**src/rtl/semaforo_escalonador.sv**
```systemverilog
// Demand-actuated two-road traffic light sequencer.
// Road A rests green; road B is served only after a latched request on bt.
// Every yellow is followed by an all-red clearance before the crossing road
// turns green. All outputs come straight from registers.
module semaforo_escalonador #(
  parameter int unsigned T_VERDE_A_MIN = 8,
  parameter int unsigned T_AMARELO     = 3,
  parameter int unsigned T_VERMELHO    = 2,
  parameter int unsigned T_VERDE_B     = 6
) (
  input  logic       clk,
  input  logic       rst,
  input  logic       bt,
  output logic [2:0] A,
  output logic [2:0] B,
  output logic       req_pend,
  output logic [2:0] fase
);

  typedef enum logic [2:0] {
    A_VERDE   = 3'd0,
    A_AMARELO = 3'd1,
    VERM1     = 3'd2,
    B_VERDE   = 3'd3,
    B_AMARELO = 3'd4,
    VERM2     = 3'd5
  } fase_t;

  // Lamp encoding: bit2 vermelho, bit1 amarelo, bit0 verde.
  localparam logic [2:0] VERDE    = 3'b001;
  localparam logic [2:0] AMARELO  = 3'b010;
  localparam logic [2:0] VERMELHO = 3'b100;

  fase_t      estado;
  logic [7:0] cnt;
  fase_t      prox;
  logic       fim_fase;

  // Fixed phase ring; A_VERDE only leaves it when a request is pending.
  function automatic fase_t seguinte(input fase_t f);
    case (f)
      A_VERDE:   return A_AMARELO;
      A_AMARELO: return VERM1;
      VERM1:     return B_VERDE;
      B_VERDE:   return B_AMARELO;
      B_AMARELO: return VERM2;
      default:   return A_VERDE;
    endcase
  endfunction

  // Counter load value on entry: a phase of T cycles counts T-1 down to 0.
  function automatic logic [7:0] carga(input fase_t f);
    case (f)
      A_VERDE:             return 8'(T_VERDE_A_MIN - 1);
      A_AMARELO, B_AMARELO: return 8'(T_AMARELO - 1);
      B_VERDE:             return 8'(T_VERDE_B - 1);
      default:             return 8'(T_VERMELHO - 1);
    endcase
  endfunction

  function automatic logic [2:0] lampada_a(input fase_t f);
    case (f)
      A_VERDE:   return VERDE;
      A_AMARELO: return AMARELO;
      default:   return VERMELHO;
    endcase
  endfunction

  function automatic logic [2:0] lampada_b(input fase_t f);
    case (f)
      B_VERDE:   return VERDE;
      B_AMARELO: return AMARELO;
      default:   return VERMELHO;
    endcase
  endfunction

  // A phase ends once its count has run out; A green additionally waits for demand.
  assign fim_fase = (cnt == 8'd0) && ((estado != A_VERDE) || req_pend);
  assign prox     = seguinte(estado);

  // The phase code is the state register itself, so it stays aligned with A and B.
  assign fase = estado;

  // Phase sequencing, timing counter, lamp registers and request latch.
  always_ff @(posedge clk) begin
    // NOTE: reset is synchronous here, so it lives inside the clocked branch
    // and every register, lamps included, is given its rest value on that edge.
    if (rst) begin
      estado   <= A_VERDE;
      cnt      <= carga(A_VERDE);
      A        <= VERDE;
      B        <= VERMELHO;
      req_pend <= 1'b0;
    end else begin
      if (fim_fase) begin
        estado <= prox;
        cnt    <= carga(prox);
        // Lamps decoded from the next phase so they switch on the same edge as fase.
        A      <= lampada_a(prox);
        B      <= lampada_b(prox);
      end else if (cnt != 8'd0) begin
        cnt <= cnt - 8'd1;
      end

      // Entering B green consumes the request and beats a simultaneous press;
      // presses during B green are dropped since B is already being served.
      if (fim_fase && (estado == VERM1)) begin
        req_pend <= 1'b0;
      end else if (bt && (estado != B_VERDE)) begin
        req_pend <= 1'b1;
      end
    end
  end

endmodule

```
**config.mk**
```make
export PLATFORM = sky130hd
export DESIGN_NAME = semaforo_escalonador
export DESIGN_NICKNAME = d
export VERILOG_FILES = /design/src/rtl/semaforo_escalonador.sv
export SDC_FILE = /design/constraint.sdc
export NUM_CORES = 1
export LEC_CHECK = 0
export CAP_MARGIN = 20
export CORE_MARGIN = 3
export CORE_UTILIZATION = 56
export CTS_CLUSTER_DIAMETER = 150
export DETAILED_ROUTE_END_ITERATION = 12
export PLACE_DENSITY = 0.77
export SLEW_MARGIN = 20
export SYNTH_ARGS = -nofsm -noshare
export SYNTH_HDL_FRONTEND = slang
export SYNTH_SLANG_ARGS = --single-unit
```
**constraint.sdc**
```tcl
create_clock -name clk -period 5.32 [get_ports clk]
set_input_delay 0.798 -clock clk [delete_from_list [all_inputs] [get_ports clk]]
set_output_delay 0.798 -clock clk [all_outputs]
set_load 0.01 [all_outputs]
```
* After elaboration in Yosys (flattened, before gate mapping) *
Cells that the tools add are included.

storage, ports and cells
  flip-flop bits (word level) = 18
  logic and storage cells = 32

operators by class
  add/sub/neg operators = 1
  eq/ne operators = 8
  mux-type cells = 6
  reduce and logical (&&, ||, !) cells = 12

operators with widths
  cell                                               count
  two-way mux 8 bit                                  2
  one-hot mux 3 bit (5 select lines)                 1
  one-hot mux 3 bit (2 select lines)                 2
  == test 3 x 2 -> 1 bit (second input constant)     3
  one-hot mux 3 bit (3 select lines)                 1
  logical NOT 8 bit                                  1
  nonzero test 8 bit                                 1
  subtractor 8 x 1 -> 8 bit (second input constant)  1
  == test 3 x 1 -> 1 bit (second input constant)     2
  == test 3 bit (second input constant)              2
  logical NOT 3 bit                                  2
  OR reduction 2 bit                                 2
  logical AND 1 bit                                  3
  != test 3 x 2 -> 1 bit (second input constant)     1
  nonzero test 3 bit                                 1
  nonzero test 2 bit                                 1
  logical OR 1 bit                                   1

* Depth between registers and ports, before layout *
  depth after elaboration = 6
  depth in mapped cells = 6
  depth with buffers taken out = 5

* Worst setup path before layout *
Ideal clock, no wire load.

  kind = reg2reg
  start = reg cnt[0]
  end = reg A[0]
  setup time = 120 ps
  arrival = 1852 ps
  path slack = 3349 ps
  stages on the path, launching flop included = 7
  cells stage by stage = dfxtp_1 > inv_1 > ha_1 > or4b_4 > buf_6 > or3_4 > a211o_1

on the way
  cells in the longest elaborated chain, start to end = 2

RTL lines
  what                      RTL line  RTL
  start: declaration        35        logic [7:0] cnt;
  start signal: assignment  90        cnt <= carga(A_VERDE);
  start signal: assignment  97        cnt <= carga(prox);
  start signal: assignment  102       cnt <= cnt - 8'd1;
  logical NOT 8 bit         78        assign fim_fase = (cnt == 8'd0) && ((estado != A_VERDE) || req_pend);
  logical AND 1 bit         78
  end signal: assignment    99        A <= lampada_a(prox);
  end: declaration          14        output logic [2:0] A,

Every way passes these cells.
A chain may end at the register's enable or synchronous reset.

* Worst setup path in the final report *
  start = reg estado[0], in the netlist fase[0]
  end = out fase[0]

RTL lines
  what                      RTL line  RTL
  start: declaration        34        fase_t estado;
  start signal: assignment  96        estado <= prox;
  end: declaration          17        output logic [2:0] fase

No word-level cell between the ends.

==> impl_metrics.py <==
metrics = {
    "critical_path": {
        "worstPathCellList": "clkdlybuf4s50_1",
        "cp_max_fo": 14,
        "worstPathRequired_ns": 4.52,
        "crit_path_end_kind": "output port",
        "criticalPathCategory": "flop to output port",
        "critPathTopFamily": "buffers and inverters",
        "cp_data_arrival_time_ns": 1.52,
        "crit_buf_inv": 1,
        "cpMaxStageDelayCell": "clkdlybuf4s50_1",
        "critPathMaxStageDelay_ns": 0.63,
        "timing.rr.end": "A[0]",
        "rr_startpoint": "cnt[0]",
        "rrSetupSlack_ns": 3.26,
        "cp-start-kind": "flop",
        "r2r_cells": 5,
    },
    "synth": {
        "synth-seq-area-share_pct": 38.7,
        "synthTopCellsByArea": "dfxtp_1 39%, a21oi_1 4.8%, nand2b_1 3.4%",
        "synth_cell_types": 39,
        "async_flop_share_pct": 0,
        "ys_ff_latch": 18,
        "yosysWarnings": 0,
        "synth_top_cell_by_area": "dfxtp_1",
        "synthDominantCellAreaShare_pct": 38.7,
        "synth_area_um2": 932,
        "synth_flop_cell": "dfxtp_1",
        "synth_nets": 111,
        "syn_inst": 107,
        "synth_edf_count": 0,
        "syn_area_per_cell_um2": 8.71,
    },
    "clock_tree": {
        "clock_path_buffers": 2,
        "cts_resized": 0,
        "clock_sinks": 18,
        "worstSkewPairLatency_ns": 0.28,
        "clk_pin_slew_ns": 0.09,
        "h-tree-depth": 1,
        "hold_buffers": 0,
        "cts_tree": "yes",
        "numCtsBuffers": 3,
        "clockRootBuffer": "clkbuf_4",
        "cts_setup_buffers": 0,
    },
    "floorplanning": {
        "ios": 13,
        "coreArea_mm2": 0.00154,
        "rows": 14,
        "initial_core_util_pct": 60.5,
        "dieHeight_um": 46.8,
        "die_area_mm2": 0.00219,
        "fp.dieW_um": 46.8,
    },
    "global_route": {
        "grt_max_degree": 24,
        "grt_usage_pct": 20.9,
        "grt_pass1_wl_mm": 3.32,
        "grt_overflow_total": 0,
        "grt_pass1_vias": 776,
        "grt_antenna_before_repair": 0,
    },
    "finish": {
        "area_delta_synth_final_pct": 12.6,
        "postLayoutCellArea_mm2": 0.00105,
        "fin_util_pct": 68.1,
        "most-common-layout-cells": "18 x dfxtp_1, 12 x clkdlybuf4s50_1, 9 x a21oi_1",
        "diodes": 0,
        "final_nets": 120,
        "final_layout_size_suffix_gt1_share_pct": 8.77,
        "mostFrequentLayoutCell": "dfxtp_1",
    },
    "route": {
        "drt_iter0_markers": 22,
        "ant_nets": 0,
        "via_per_inst": 6.62,
        "wl_per_cell_um": 15.4,
        "firstDrtPassIters": 4,
        "vias": 860,
        "post-route-drc-count": 0,
        "wl_mm": 2.00,
    },
    "sta": {
        "timing.hold.ws_ns": 0.478,
        "rsz0062_at_grt": "no",
        "clock-skew-final_ns": 0.00133,
        "setup_tns_ns": 0,
        "hold_violations": 0,
        "fin_crit_ns": 2.32,
        "tightest_slew_ns": 0.974,
        "max_slew_margin_pct": 34.5,
        "fmax_mhz": 431,
        "finalSetupViolCount": 0,
        "setup_ws_ns": 3.00,
        "fin_crit_sh_pct": 43.6,
        "drv_slew": 0,
    },
    "placement": {
        "numPortBuffers": 12,
        "post_dp_cell_area_mm2": 0.00103,
        "dp_hpwl_mm": 1.38,
        "pre_cts_ws_ns": 3.02,
        "gp_congestion": 0.757,
    },
    "flow_run": {
        "drv_cap": 0,
    },
    "worst_hold_path": {
        "hold_path_startpoint": "A[0]",
        "min_path_type": "flop to flop",
        "whs_path_depth": 1,
        "hold_end": "A[0]",
    },
    "pwr": {
        "vdd_drop_max_v": 0.000163,
        "power.density_mw_per_mm2": 224,
        "p_leak_nw": 0.344,
    },
    "run_status": {
        "status": "finished, final reports clean",
    },
}
state kept, by name (all words and copies together), names as in the netlist:
name      flops
fase          3
cnt           8
B             3
req_pend      1
A             3
final cells by class:
type                            instances  area [µm²]
Multi-Input combinational cell         78         515
Sequential cell                        18         360
Fill cell                             124         492
Inverter                                3        11.3
Tap cell                               16        20.0
Timing Repair Buffer                   12         120
Clock buffer                            3        22.5
Yosys cell counts (2+ instances only):
cell type  number
nor3_1          6
a31oi_1         2
nor4_1          2
nand3_1         3
o21ai_0         6
a211o_1         2
nor2_1          8
or3_1           3
inv_1           3
nand2b_1        5
or3b_2          2
clkbuf_1        5
o32ai_1         2
a21oi_1         9
mux2i_1         3
nand4_1         2
nand2_1         3
buf_6           2
dfxtp_1        18
o31ai_1         2
per-stage QoR:
step | cells | power (W)
floorplan | 107 | 0.000166
CTS | 130 | 0.000237
finish | 130 | 0.000235
global route | 130 | 0.000247
detailed placement | 127 | 0.000173
global placement | 127 | 0.000173
how the worst max path moves through the flow:
stage / from / to / slack, ns / depth (start not counted)
finish: fase[0] / fase[0] / 3.00 / 1
global route: fase[0] / fase[0] / 2.90 / 1
CTS: fase[0] / fase[0] / 2.99 / 1
detailed placement: rst / fase[2] / 3.02 / 3
global placement: rst / fase[2] / 3.02 / 3
floorplan: cnt[0] / A[0] / 3.35 / 6
power by group:
| group | internal (W) | switching [W] | total [W] |
|---|---|---|---|
| registers | 0.000138 | 0.00000681 | 0.000145 |
| clock network | 0.0000263 | 0.0000386 | 0.0000649 |
| logic | 0.0000124 | 0.0000130 | 0.0000254 |
layer usage:
layer  vias to the layer above  part of all wire (%)  track usage [%]
met5                         -                     0                0
met2                        36                    48             30.9
li1                        423                     -                -
met3                         2                   5.4             3.45
met1                       399                    46             29.7
met4                         0                  0.65             9.39
cell families (layout without fill, tap and decap cells):
logic type | after synthesis | in the layout | synth area share, %
and+or+nand+nor | 42 | 42 | 27.5
xor gates and xnor gates | 1 | 1 | 0.940
buffers and inverters | 11 | 18 | 6.04
muxes | 3 | 3 | 3.22
adders and majority gates | 1 | 1 | 1.34
DFF | 18 | 18 | 38.7
AOI/OAI and AO/OA | 31 | 31 | 22.3
Note: power is estimated with default switching activity, not from simulation.
